File: src/rtl/cp0_pkg.sv
// Shared CP0 definitions: register indices, exception codes and SR/Cause field positions.
package cp0_pkg;

    localparam logic [4:0] CP0_SR    = 5'd12;
    localparam logic [4:0] CP0_CAUSE = 5'd13;
    localparam logic [4:0] CP0_EPC   = 5'd14;
    localparam logic [4:0] CP0_PRID  = 5'd15;

    localparam logic [4:0] EXC_INT     = 5'd0;
    localparam logic [4:0] EXC_ADEL    = 5'd4;
    localparam logic [4:0] EXC_ADES    = 5'd5;
    localparam logic [4:0] EXC_SYSCALL = 5'd8;
    localparam logic [4:0] EXC_RI      = 5'd10;
    localparam logic [4:0] EXC_OV      = 5'd12;

    // SR fields
    localparam int SR_IM_HI = 15;
    localparam int SR_IM_LO = 10;
    localparam int SR_EXL   = 1;
    localparam int SR_IE    = 0;

    // Cause fields
    localparam int CAUSE_BD     = 31;
    localparam int CAUSE_IP_HI  = 15;
    localparam int CAUSE_IP_LO  = 10;
    localparam int CAUSE_EXC_HI = 6;
    localparam int CAUSE_EXC_LO = 2;

endpackage

File: src/rtl/cp0_unit.sv
// Coprocessor-0 at the M stage: SR/Cause/EPC/PRId, exception/interrupt request, mtc0/mfc0/eret.
// Optional build macro CP0_PRID_EN makes register 15 read PRID_VALUE (otherwise it reads 0).
module cp0_unit
    import cp0_pkg::*;
#(
    parameter logic [31:0] PRID_VALUE   = 32'h2023_0007,
    parameter logic [31:0] HANDLER_ADDR = 32'h0000_4180
) (
    input  logic        clk,
    input  logic        reset,
    input  logic        we,
    input  logic [4:0]  cp0_addr,
    input  logic [31:0] cp0_wdata,
    output logic [31:0] cp0_rdata,
    input  logic [31:0] vpc,
    input  logic        bd_in,
    input  logic [4:0]  exc_code_in,
    input  logic [5:0]  hw_int,
    input  logic        eret,
    output logic        req,
    output logic [31:0] epc_out,
    output logic [31:0] handler_pc
);

`ifdef CP0_PRID_EN
    localparam logic PRID_EN = 1'b1;
`else
    localparam logic PRID_EN = 1'b0;
`endif

    logic [5:0]  im;
    logic        exl;
    logic        ie;
    logic        bd;
    logic [5:0]  ip;
    logic [4:0]  exc_code;
    logic [31:0] epc;

    logic        int_req;
    logic        exc_req;
    logic [31:0] epc_next;
    logic [31:0] sr_word;
    logic [31:0] cause_word;

    assign int_req  = (|(hw_int & im)) & ie & ~exl;
    assign exc_req  = (exc_code_in != EXC_INT) & ~exl;
    assign req      = int_req | exc_req;

    // A delay-slot instruction restarts at its branch, one word earlier.
    assign epc_next = (bd_in ? (vpc - 32'd4) : vpc) & 32'hFFFF_FFFC;

    always_ff @(posedge clk) begin
        if (reset) begin
            im       <= '0;
            exl      <= 1'b0;
            ie       <= 1'b0;
            bd       <= 1'b0;
            ip       <= '0;
            exc_code <= '0;
            epc      <= '0;
        end else begin
            ip <= hw_int;
            if (req) begin
                exl      <= 1'b1;
                bd       <= bd_in;
                exc_code <= int_req ? EXC_INT : exc_code_in;
                epc      <= epc_next;
            end else begin
                if (we && cp0_addr == CP0_SR) begin
                    im  <= cp0_wdata[SR_IM_HI:SR_IM_LO];
                    exl <= cp0_wdata[SR_EXL];
                    ie  <= cp0_wdata[SR_IE];
                end
                if (we && cp0_addr == CP0_EPC) begin
                    epc <= {cp0_wdata[31:2], 2'b00};
                end
                // Placed after the SR write so eret's EXL clear takes precedence.
                if (eret) begin
                    exl <= 1'b0;
                end
            end
        end
    end

    always_comb begin
        sr_word = '0;
        sr_word[SR_IM_HI:SR_IM_LO] = im;
        sr_word[SR_EXL]            = exl;
        sr_word[SR_IE]             = ie;

        cause_word = '0;
        cause_word[CAUSE_BD]                   = bd;
        cause_word[CAUSE_IP_HI:CAUSE_IP_LO]    = ip;
        cause_word[CAUSE_EXC_HI:CAUSE_EXC_LO]  = exc_code;
    end

    always_comb begin
        cp0_rdata = '0;
        case (cp0_addr)
            CP0_SR:    cp0_rdata = sr_word;
            CP0_CAUSE: cp0_rdata = cause_word;
            CP0_EPC:   cp0_rdata = epc;
            CP0_PRID:  cp0_rdata = PRID_EN ? PRID_VALUE : 32'h0;
            default:   cp0_rdata = '0;
        endcase
    end

    assign epc_out    = epc;
    assign handler_pc = HANDLER_ADDR;

endmodule

File: config.mk
export PLATFORM = sky130hd
export DESIGN_NAME = cp0_unit
export DESIGN_NICKNAME = d
export VERILOG_FILES = /design/src/rtl/cp0_pkg.sv /design/src/rtl/cp0_unit.sv
export SDC_FILE = /design/constraint.sdc
export NUM_CORES = 1
export LEC_CHECK = 0
export CAP_MARGIN = 10
export CORE_MARGIN = 3
export CORE_UTILIZATION = 43
export CTS_CLUSTER_SIZE = 16
export DETAILED_ROUTE_END_ITERATION = 10
export PLACE_DENSITY = 0.95
export SLEW_MARGIN = 20
export SYNTH_ARGS = -nofsm -noshare
export SYNTH_HDL_FRONTEND = slang
export SYNTH_SLANG_ARGS = --single-unit
File: constraint.sdc
create_clock -name clk -period 4.7 [get_ports clk]
set_input_delay 0.47 -clock clk [delete_from_list [all_inputs] [get_ports clk]]
set_output_delay 0.47 -clock clk [all_outputs]
set_load 0.01 [all_outputs]
==> results of run 1 <==
## power by group through the flow
stage          Clock [W]  Sequential, W  Combinational [W]
4_1_cts         0.000279       0.000479           0.000292
2_1_floorplan          0       0.000493           0.000140
3_3_place_gp           0       0.000486           0.000283
5_1_grt         0.000296       0.000483           0.000318
3_5_place_dp           0       0.000488           0.000290
6_report        0.000273       0.000479           0.000294
## sequential cells by signal, summed over array words and instances, names as in the netlist
register,flops
im,6
exc_code,5
ie,1
epc_out,30
bd,1
exl,1
ip,6
## worst max-delay path by stage
stage                         startpoint            end
after floorplan           exc_code_in[0]            req
after global placement       cp0_addr[1]     epc_out[7]
after detailed placement     cp0_addr[1]    epc_out[16]
after CTS                    cp0_addr[1]  cp0_rdata[31]
after global routing         cp0_addr[1]  cp0_rdata[31]
final                        cp0_addr[1]  cp0_rdata[31]
## final cells by class
class / count / area [um^2] / area share (%)
timing repair buffer: 153 / 1510 / 31.1
tap: 99 / 124 / 2.56
inverter: 6 / 22.5 / 0.465
sequential: 50 / 1000 / 20.7
clock buffer: 5 / 68.8 / 1.42
clock inverter: 3 / 28.8 / 0.594
multi-input combinational: 333 / 2090 / 43.2
## per-layer routing
layer  vias to the layer above  track usage [%]  routed length [um]
li1                       1672                -                   -
met4                         0             8.53                 281
met3                        21             5.34                 892
met1                      1629             27.5                4080
met5                         -                0                   0
met2                       174             43.0                5660
## stage by stage
stage | total power, W | std cells | worst slack [ns] | util [%] | hold slack [ns]
after CTS | 0.00105 | 649 | 1.31 | 65.4 | 0.468
after detailed placement | 0.000778 | 641 | 1.28 | 64.1 | 0.454
after floorplan | 0.000634 | 454 | 2.39 | - | 0.437
after global placement | 0.000769 | 641 | 1.38 | 64.1 | 0.444
after global routing | 0.00110 | 649 | 1.23 | 65.4 | 0.490
final | 0.00105 | 649 | 1.33 | 65.4 | 0.469
## placed cells by master (no fill, tap or decap), drive strengths merged, types with 7 or more instances in the layout
cell	Yosys	layout
buf	43	9
mux2	7	7
dfxtp	50	50
mux2i	15	15
nand2	38	38
inv	6	8
a311oi	10	10
nor2	38	38
a31o	14	14
clkdlybuf4s50	0	144
conb	2	34
o21ai	31	31
nor3	14	14
nor4	9	9
xnor2	22	22
and2	18	18
nor2b	7	7
a21oi	21	21
## worst reg2reg max path, stage by stage, from the launching register on
cell and delay [ns]:
dfxtp_1 0.34, a22oi_1 0.31, a31oi_1 0.31, o31ai_4 0.27, buf_4 0.42, nor2_1 0.10
a311oi_1 0.29
## cells by family (layout without fill, tap and decap cells)
kind of cell	after synthesis	count (layout)	synth area share [%]
flops	50	50	29.7
xor+xnor	26	26	6.76
simple gates	153	153	24.7
compound gates	97	97	19.0
fa+ha+maj	1	1	0.371
other cells	2	34	0.223
mux	22	22	6.79
buf+inv	71	167	12.5
==> qor.csv, run 1 <==
metric;value;unit
p_switching;0.000319;W
p_per_area;216;nW/um^2
post-cts-setup-buffer-count;0;
synth_common_cells;50 x dfxtp_1, 38 x nand2_1, 38 x nor2_1, 34 x buf_4, 31 x o21ai_0;
p_seq_share;45.8;%
grt_max_degree;51;
start_util;45.5;%
clkLatencyLatePin;0.31;ns
r2r_slack;2.57;ns
worstSetupPathType;primary input to output port;
antenna_found_initial;0;
pin_count;182;
worstRegToRegCells;6;
critPathTopFamily;buffers and inverters;
core;7410;um^2
cp_slowest_cell;clkdlybuf4s50_1;
post_drt_wl_per_cell;16.8;um
syn_avg_cell_area;7.99;um^2
yosysTopAreaCell;dfxtp_1;
layout-drive-gt1-share;9.27;%
clock_skew;0.00912;ns
tns;0;ns
fmax;0.296;GHz
path_max_fanout;17;
ant_nets;0;
synthArstFlopShare;0;%
die_area;8940;um^2
grt-ovfl-total;0;
switching_share;30.5;%
h-tree-depth;2;
antennaDiodeCount;0;
synth_warnings;0;
place.gp.congestion;0.871;
clockBufferDepth;2;
crit_cells;6;
die-width;94.5;um
grt_pass1_wl;17.0;mm
hold_class;register to register;
finalSetupViolations;0;
filler_cell_count;614;
dr.pass1.iters;4;
r2r_start;im[0];
syn_inst;422;
drt-vias-per-instance;5.39;
synth_top_area_share;29.7;%
placed_area;4750;um^2
r2r_end;epc_out[14];
ir_worst_vdd;0.131;mV
worstHoldPathCells;2;
dpl.hpwl;8.26;mm
required;4.23;ns
hp-start;bd;
power.leakage;1.70;nW
tightest_slew;0.937;ns
die-height;94.5;um
path_common_cell;clkdlybuf4s50_1;
postCtsHoldBufs;0;
slew_headroom;37.6;%
cts.clk_slew.worst_paths;0.10;ns
worst_setup_path_end_kind;output port;
status;complete, no violations;
syn_area;3370;um^2
synth_seq_cells;50;
portBuffers;145;
synth.area.top_cells;dfxtp_1 30%, buf_4 7.6%, xnor2_1 5.7%;
drt_iter0_drc;248;
slew_violations;0;
cts_buffers;5;
path_cells;clkdlybuf4s50_1 -> inv_1 -> nor2_2 -> buf_4 -> a22o_1 -> clkdlybuf4s50_1;
syn_to_final_growth;43.7;%
rsz0062_at_grt;no;
cts_sinks;50;
synth_edf_count;0;
drc_errors;0;
post-route-min-period;3.37;ns
vias;3496;
hold_viol;0;
min_to;bd;
cp_num_buf_inv;4;
routed_wl;10.9;mm
arrival;2.90;ns
fin_area;4840;um^2
synth.most_common_cell;dfxtp_1;
synth_flop_cell;dfxtp_1;
crit_path_start_kind;primary input;
cts_tree;built;
p_clk_share;26.1;%
finalNetCount;635;
drv_cap;0;
ys_types;47;
rows;31;
pwr-share-comb;28.1;%
cts-root-buf;clkbuf_8;
cts-resized-gates;0;
grt_usage;23.9;%
yosysSeqAreaShare;29.7;%
max_stage_delay;0.88;ns
p_int;0.000727;W
grt_pass1_vias;3534;
finalCritPeriodShare;71.8;%
No activity file was read; power rests on OpenSTA's default activity.
==> run 2: changes to the inputs <==
--- a/config.mk
+++ b/config.mk
@@ -7,10 +7,10 @@
 export LEC_CHECK = 0
 export CAP_MARGIN = 10
 export CORE_MARGIN = 3
-export CORE_UTILIZATION = 43
+export CORE_UTILIZATION = 40
 export CTS_CLUSTER_SIZE = 16
 export DETAILED_ROUTE_END_ITERATION = 10
-export PLACE_DENSITY = 0.95
+export PLACE_DENSITY = 0.92
 export SLEW_MARGIN = 20
 export SYNTH_ARGS = -nofsm -noshare
 export SYNTH_HDL_FRONTEND = slang
==> constraint.sdc (replaced) <==
create_clock -name clk -period 3.3 [get_ports clk]
set_input_delay 0.33 -clock clk [delete_from_list [all_inputs] [get_ports clk]]
set_output_delay 0.33 -clock clk [all_outputs]
set_load 0.01 [all_outputs]
==> run 2 against run 1 <==
  * Critical path depth did not move
  * Final cell count rose by 1.1%
  * Clock skew down 0.0026 ns
  * Via count grew 1.9%
  * First-iteration DRC count fell by 16%
  * Die area increased by 7.0%
  * Clock power grew 40%
  * Sequential share of layout area down 0.12 points
  * Utilization down 4.2 points
  * Combinational power is 42% higher
  * Highest routed layer unchanged
==> qor.csv, run 2 (same netlist as run 1, synthesis figures left out) <==
metric;value;unit;change
status;complete, no violations;;unchanged
p_int;0.00103;W;was 0.000727 W
arrival;2.31;ns;was 2.90 ns
slew_violations;0;;unchanged
cts_sinks;50;;unchanged
hold_viol;0;;unchanged
slew_headroom;37.4;%;was 37.6%
grt.busiest_layer;met2;;unchanged
dpl.hpwl;8.22;mm;was 8.26 mm
largest_reg_flops;30;;unchanged
postCtsHoldBufs;0;;unchanged
h-tree-depth;2;;unchanged
die-width;97.8;um;was 94.5 um
ir_worst_vdd;0.177;mV;was 0.131 mV
place.gp.congestion;0.828;;was 0.871
vias;3562;;was 3496
clockBufferDepth;2;;unchanged
dr.pass1.iters;4;;unchanged
grt_usage;21.6;%;was 23.9%
routed_wl;10.6;mm;was 10.9 mm
antenna_found_initial;0;;unchanged
drt-vias-per-instance;5.43;;was 5.39
grt_max_degree;51;;unchanged
switching_share;30.2;%;was 30.5%
cp_num_buf_inv;3;;was 4
p_clk_share;25.8;%;was 26.1%
post-route-min-period;2.64;ns;
clkLatencyLatePin;0.31;ns;about the same
grt_pass1_wl;17.2;mm;was 17.0 mm
required;2.97;ns;was 4.23 ns
layout_common_cells;144 x clkdlybuf4s50_1, 50 x dfxtp_1, 38 x nand2_1, 37 x nor2_1, 34 x conb_1;;was 144 x clkdlybuf4s50_1, 50 x dfxtp_1, 38 x nand2_1, 36 x nor2_1, 34 x conb_1
max_stage_delay;0.58;ns;was 0.88 ns
path_common_cell;clkdlybuf4s50_1;;unchanged
cts.clk_slew.worst_paths;0.10;ns;about the same
layout_commonest_cell;clkdlybuf4s50_1;;unchanged
path_max_fanout;5;;was 17
hold_class;register to register;;unchanged
grt-ovfl-total;0;;unchanged
die-height;97.8;um;was 94.5 um
drc_errors;0;;unchanged
fmax;0.378;GHz;
grt.met1_usage;26.0;%;was 27.5%
finalCritPeriodShare;80.1;%;
start_util;42.3;%;was 45.5%
antennaDiodeCount;0;;unchanged
placed_area;4780;um^2;was 4750 um^2
post-cts-setup-buffer-count;0;;unchanged
fin_area;4870;um^2;was 4840 um^2
post_drt_wl_per_cell;16.2;um;was 16.8 um
rsz0062_at_grt;no;;unchanged
finalSetupViolations;0;;unchanged
pwr-share-comb;28.2;%;was 28.1%
cts-resized-gates;0;;unchanged
rows;32;;was 31
drt_iter0_drc;208;;was 248
path_cells;clkdlybuf4s50_1 -> a22oi_1 -> a31oi_1 -> o31ai_4 -> inv_1 -> clkdlybuf4s50_1;;was clkdlybuf4s50_1 -> inv_1 -> nor2_2 -> buf_4 -> a22o_1 -> clkdlybuf4s50_1
met2_usage;38.2;%;was 43.0%
layout-drive-gt1-share;9.75;%;was 9.27%
finalNetCount;639;;was 635
grt_pass1_vias;3515;;was 3534
critPathTopFamily;buffers and inverters;;unchanged
crit_path_start_kind;primary input;;unchanged
p_per_area;304;nW/um^2;was 216 nW/um^2
ant_nets;0;;unchanged
power.leakage;1.72;nW;was 1.70 nW
worst_setup_path_end_kind;output port;;unchanged
cts_tree;built;;unchanged
clock_skew;0.00655;ns;was 0.00912 ns
p_switching;0.000448;W;was 0.000319 W
cp_slowest_cell;clkdlybuf4s50_1;;unchanged
portBuffers;145;;unchanged
tns;0;ns;unchanged
cts-root-buf;clkbuf_8;;unchanged
cts_buffers;5;;unchanged
tightest_slew;0.939;ns;was 0.937 ns
die_area;9560;um^2;was 8940 um^2
p_seq_share;46.0;%;was 45.8%
globalRouteMet3Util;4.07;%;was 5.34%
totalPowerFinal;0.00148;W;was 0.00105 W
syn_to_final_growth;44.6;%;was 43.7%
core;7970;um^2;was 7410 um^2
drv_cap;0;;unchanged
worstSetupPathType;primary input to output port;;unchanged
pin_count;182;;unchanged
==> run 2: final timing paths <==
check,slack [ns],end,cells past startpoint,startpoint
worst max-delay path,0.66,req,6,hw_int[2]
worst min-delay path,0.48,bd,2,bd
worst max register to register,1.26,epc_out[5],6,im[0]
worst min register to register,0.48,bd,2,bd
==> run 2: layout make-up <==
| type | count | area (um^2) |
|---|---|---|
| multi-input combinational | 333 | 2090 |
| inverter | 6 | 22.5 |
| fill | 691 | 3090 |
| tap | 102 | 128 |
| timing repair buffer | 157 | 1540 |
| clock inverter | 3 | 26.3 |
| clock buffer | 5 | 68.8 |
| sequential | 50 | 1000 |
==> run 2: through the flow <==
step / cells / hold slack (ns) / setup slack, ns / utilization [%]
4_1_cts: 656 / 0.479 / 0.655 / 61.2
6_report: 656 / 0.477 / 0.655 / 61.2
5_1_grt: 656 / 0.502 / 0.560 / 61.2
3_3_place_gp: 648 / 0.449 / 0.692 / 60.0
2_1_floorplan: 454 / 0.437 / 1.27 / -
3_5_place_dp: 648 / 0.464 / 0.565 / 60.0
==> run 2: layer usage <==
metal	routed length (um)	part of all wire (%)
met1	4250	40
met2	5350	50
met3	756	7.1
met4	289	2.7
met5	0	0
==> run 2: worst register-to-register path, cell delays in order, from the launching register on <==
cell	delay [ns]
dfxtp_1	0.34
a22oi_1	0.27
a31oi_1	0.28
o31ai_4	0.27
buf_4	0.42
nor2_1	0.10
a311oi_1	0.27
==> run 2: power by group through the flow <==
stage          Clock, W  Combinational (W)  Sequential [W]
6_report       0.000383           0.000417        0.000682
2_1_floorplan         0           0.000200        0.000703
3_3_place_gp          0           0.000405        0.000692
3_5_place_dp          0           0.000413        0.000696
4_1_cts        0.000391           0.000416        0.000682
5_1_grt        0.000417           0.000451        0.000688
==> run 3: changes to the inputs <==
--- a/config.mk
+++ b/config.mk
@@ -7,10 +7,10 @@
 export LEC_CHECK = 0
 export CAP_MARGIN = 10
 export CORE_MARGIN = 3
-export CORE_UTILIZATION = 40
+export CORE_UTILIZATION = 36
 export CTS_CLUSTER_SIZE = 16
 export DETAILED_ROUTE_END_ITERATION = 10
-export PLACE_DENSITY = 0.92
+export PLACE_DENSITY = 0.88
 export SLEW_MARGIN = 20
 export SYNTH_ARGS = -nofsm -noshare
 export SYNTH_HDL_FRONTEND = slang
==> constraint.sdc (replaced) <==
create_clock -name clk -period 2.4 [get_ports clk]
set_input_delay 0.24 -clock clk [delete_from_list [all_inputs] [get_ports clk]]
set_output_delay 0.24 -clock clk [all_outputs]
set_load 0.01 [all_outputs]
==> run 3 against run 2 <==
  * Via count rose by 0.48%
  * Global-route usage fell by 0.84 points
  * Final cell count rose by 3.8%
==> qor.csv, run 3 (same netlist as run 1, synthesis figures left out) <==
metric;value;unit;change
postCtsHoldBufs;0;;unchanged
tightest_slew;0.919;ns;was 0.939 ns
syn_to_final_growth;50.6;%;was 44.6%
worstRegToRegCells;6;;unchanged
grt.busiest_layer;met2;;unchanged
drv_cap;0;;unchanged
cts.clk_slew.worst_paths;0.10;ns;about the same
post-route-min-period;2.30;ns;
met2_usage;38.8;%;was 38.2%
vias;3579;;was 3562
finalSetupViolations;0;;unchanged
grt_usage;20.8;%;was 21.6%
die-height;103;um;was 97.8 um
grt_pass1_vias;3620;;was 3515
clockBufferDepth;2;;unchanged
layout_common_cells;143 x clkdlybuf4s50_1, 50 x dfxtp_1, 38 x nand2_1, 36 x nor2_1, 34 x conb_1;;was 144 x clkdlybuf4s50_1, 50 x dfxtp_1, 38 x nand2_1, 37 x nor2_1, 34 x conb_1
start_util;37.9;%;was 42.3%
fin_ws;0.0961;ns;was 0.655 ns
grt_max_degree;51;;unchanged
finalNonFillerCells;681;;was 656
ir_worst_vdd;0.293;mV;was 0.177 mV
rows;34;;was 32
grt_pass1_wl;17.5;mm;was 17.2 mm
clkLatencyLatePin;0.31;ns;about the same
pin_count;182;;unchanged
hold_class;register to register;;unchanged
worstHoldPathCells;2;;unchanged
fmax;0.434;GHz;
required;2.16;ns;was 2.97 ns
slew_violations;0;;unchanged
drt_iter0_drc;177;;was 208
die-width;103;um;was 97.8 um
grt.met1_usage;23.7;%;was 26.0%
ant_nets;0;;unchanged
drc_errors;0;;unchanged
cts-root-buf;clkbuf_8;;unchanged
crit_path_start_kind;primary input;;unchanged
worstSetupPathType;primary input to output port;;unchanged
die_area;10600;um^2;was 9560 um^2
worst_setup_path_end_kind;output port;;unchanged
dr.pass1.iters;4;;unchanged
p_per_area;424;nW/um^2;was 304 nW/um^2
cts_sinks;50;;unchanged
routed_wl;11.2;mm;was 10.6 mm
layout-drive-gt1-share;12.9;%;was 9.75%
power.leakage;1.83;nW;was 1.72 nW
filler_cell_count;769;;was 691
antenna_found_initial;0;;unchanged
arrival;2.06;ns;was 2.31 ns
hold_viol;0;;unchanged
place_ws;-0.0302;ns;was 0.565 ns
fin_area;5070;um^2;was 4870 um^2
post_drt_wl_per_cell;16.5;um;was 16.2 um
slew_headroom;38.8;%;was 37.4%
finalNetCount;658;;was 639
tns;0;ns;unchanged
path_max_fanout;21;;was 5
grt-ovfl-total;0;;unchanged
clock_skew;0.0126;ns;was 0.00655 ns
h-tree-depth;2;;unchanged
whs;0.470;ns;was 0.477 ns
portBuffers;145;;unchanged
dp.cells;673;;was 648
globalRouteMet3Util;3.32;%;was 4.07%
drt-vias-per-instance;5.26;;was 5.43
largest_reg_flops;30;;unchanged
cts_tree;built;;unchanged
post-cts-setup-buffer-count;0;;unchanged
placed_area;4950;um^2;was 4780 um^2
status;complete, no violations;;unchanged
core;8890;um^2;was 7970 um^2
rsz0062_at_grt;no;;unchanged
cts_buffers;5;;unchanged
layout_commonest_cell;clkdlybuf4s50_1;;unchanged
dpl.hpwl;8.84;mm;was 8.22 mm
finalCritPeriodShare;96.0;%;
antennaDiodeCount;0;;unchanged
place.gp.congestion;0.885;;was 0.828
run 3: changes by cell type in the layout (fill, tap and decap cells not counted):
| cell | before | now |
|---|---|---|
| buf_4 | 12 | 29 |
| buf_12 | 0 | 2 |
| bufinv_16 | 0 | 1 |
| clkdlybuf4s50_1 | 144 | 143 |
| dlymetal6s2s_1 | 0 | 1 |
| inv_6 | 2 | 1 |
| nor2_1 | 37 | 36 |
| nor2_2 | 1 | 2 |
run 3: cell type report:
type	instances	area, um^2	share of cell area (%)
Sequential cell	50	1000	19.7
Clock inverter	3	47.5	0.937
Clock buffer	5	68.8	1.36
Multi-Input combinational cell	333	2090	41.2
Inverter	6	22.5	0.444
Timing Repair Buffer	176	1710	33.6
Tap cell	108	135	2.66
run 3: routing by layer:
metal  part of all wire (%)  routed length [um]
met5                      0                   0
met4                    2.3                 256
met3                    6.5                 734
met2                     53                5910
met1                     39                4330
run 3: path summary, 6_finish.rpt:
| kind | start | end | slack (ns) |
|---|---|---|---|
| worst max-delay path | cp0_addr[4] | cp0_rdata[23] | 0.1 |
| worst max register to register | im[0] | epc_out[2] | 0.43 |
| worst min register to register | bd | bd | 0.47 |
| worst min-delay path | bd | bd | 0.47 |
run 3: what timing repair did:
action / 4_1_cts / 5_1_grt
hold endpoints to repair: 0 / 0
setup endpoints to repair: 0 / 22
resized for setup: 0 / 2
run 3: power breakdown:
part / internal [W] / switching [W] / total (W) / leakage [nW]
combinational: 0.000328 / 0.000267 / 0.000595 / 1.36
clock: 0.000316 / 0.000303 / 0.000620 / 0.0587
sequential: 0.000892 / 0.0000443 / 0.000937 / 0.414
total: 0.00154 / 0.000615 / 0.00215 / 1.83
run 3: worst max-delay path, stage by stage:
cell,delay (ns)
clkdlybuf4s50_1,0.44
nand4bb_1,0.26
nor2_2,0.22
buf_12,0.20
and2_1,0.15
clkdlybuf4s50_1,0.55
run 3: through the flow:
step	power (W)	util, %
finish	0.00215	57.1
global route	0.00226	57.1
CTS	0.00217	57.0
detailed placement	0.00155	55.7
global placement	0.00153	55.7
floorplan	0.00124	-
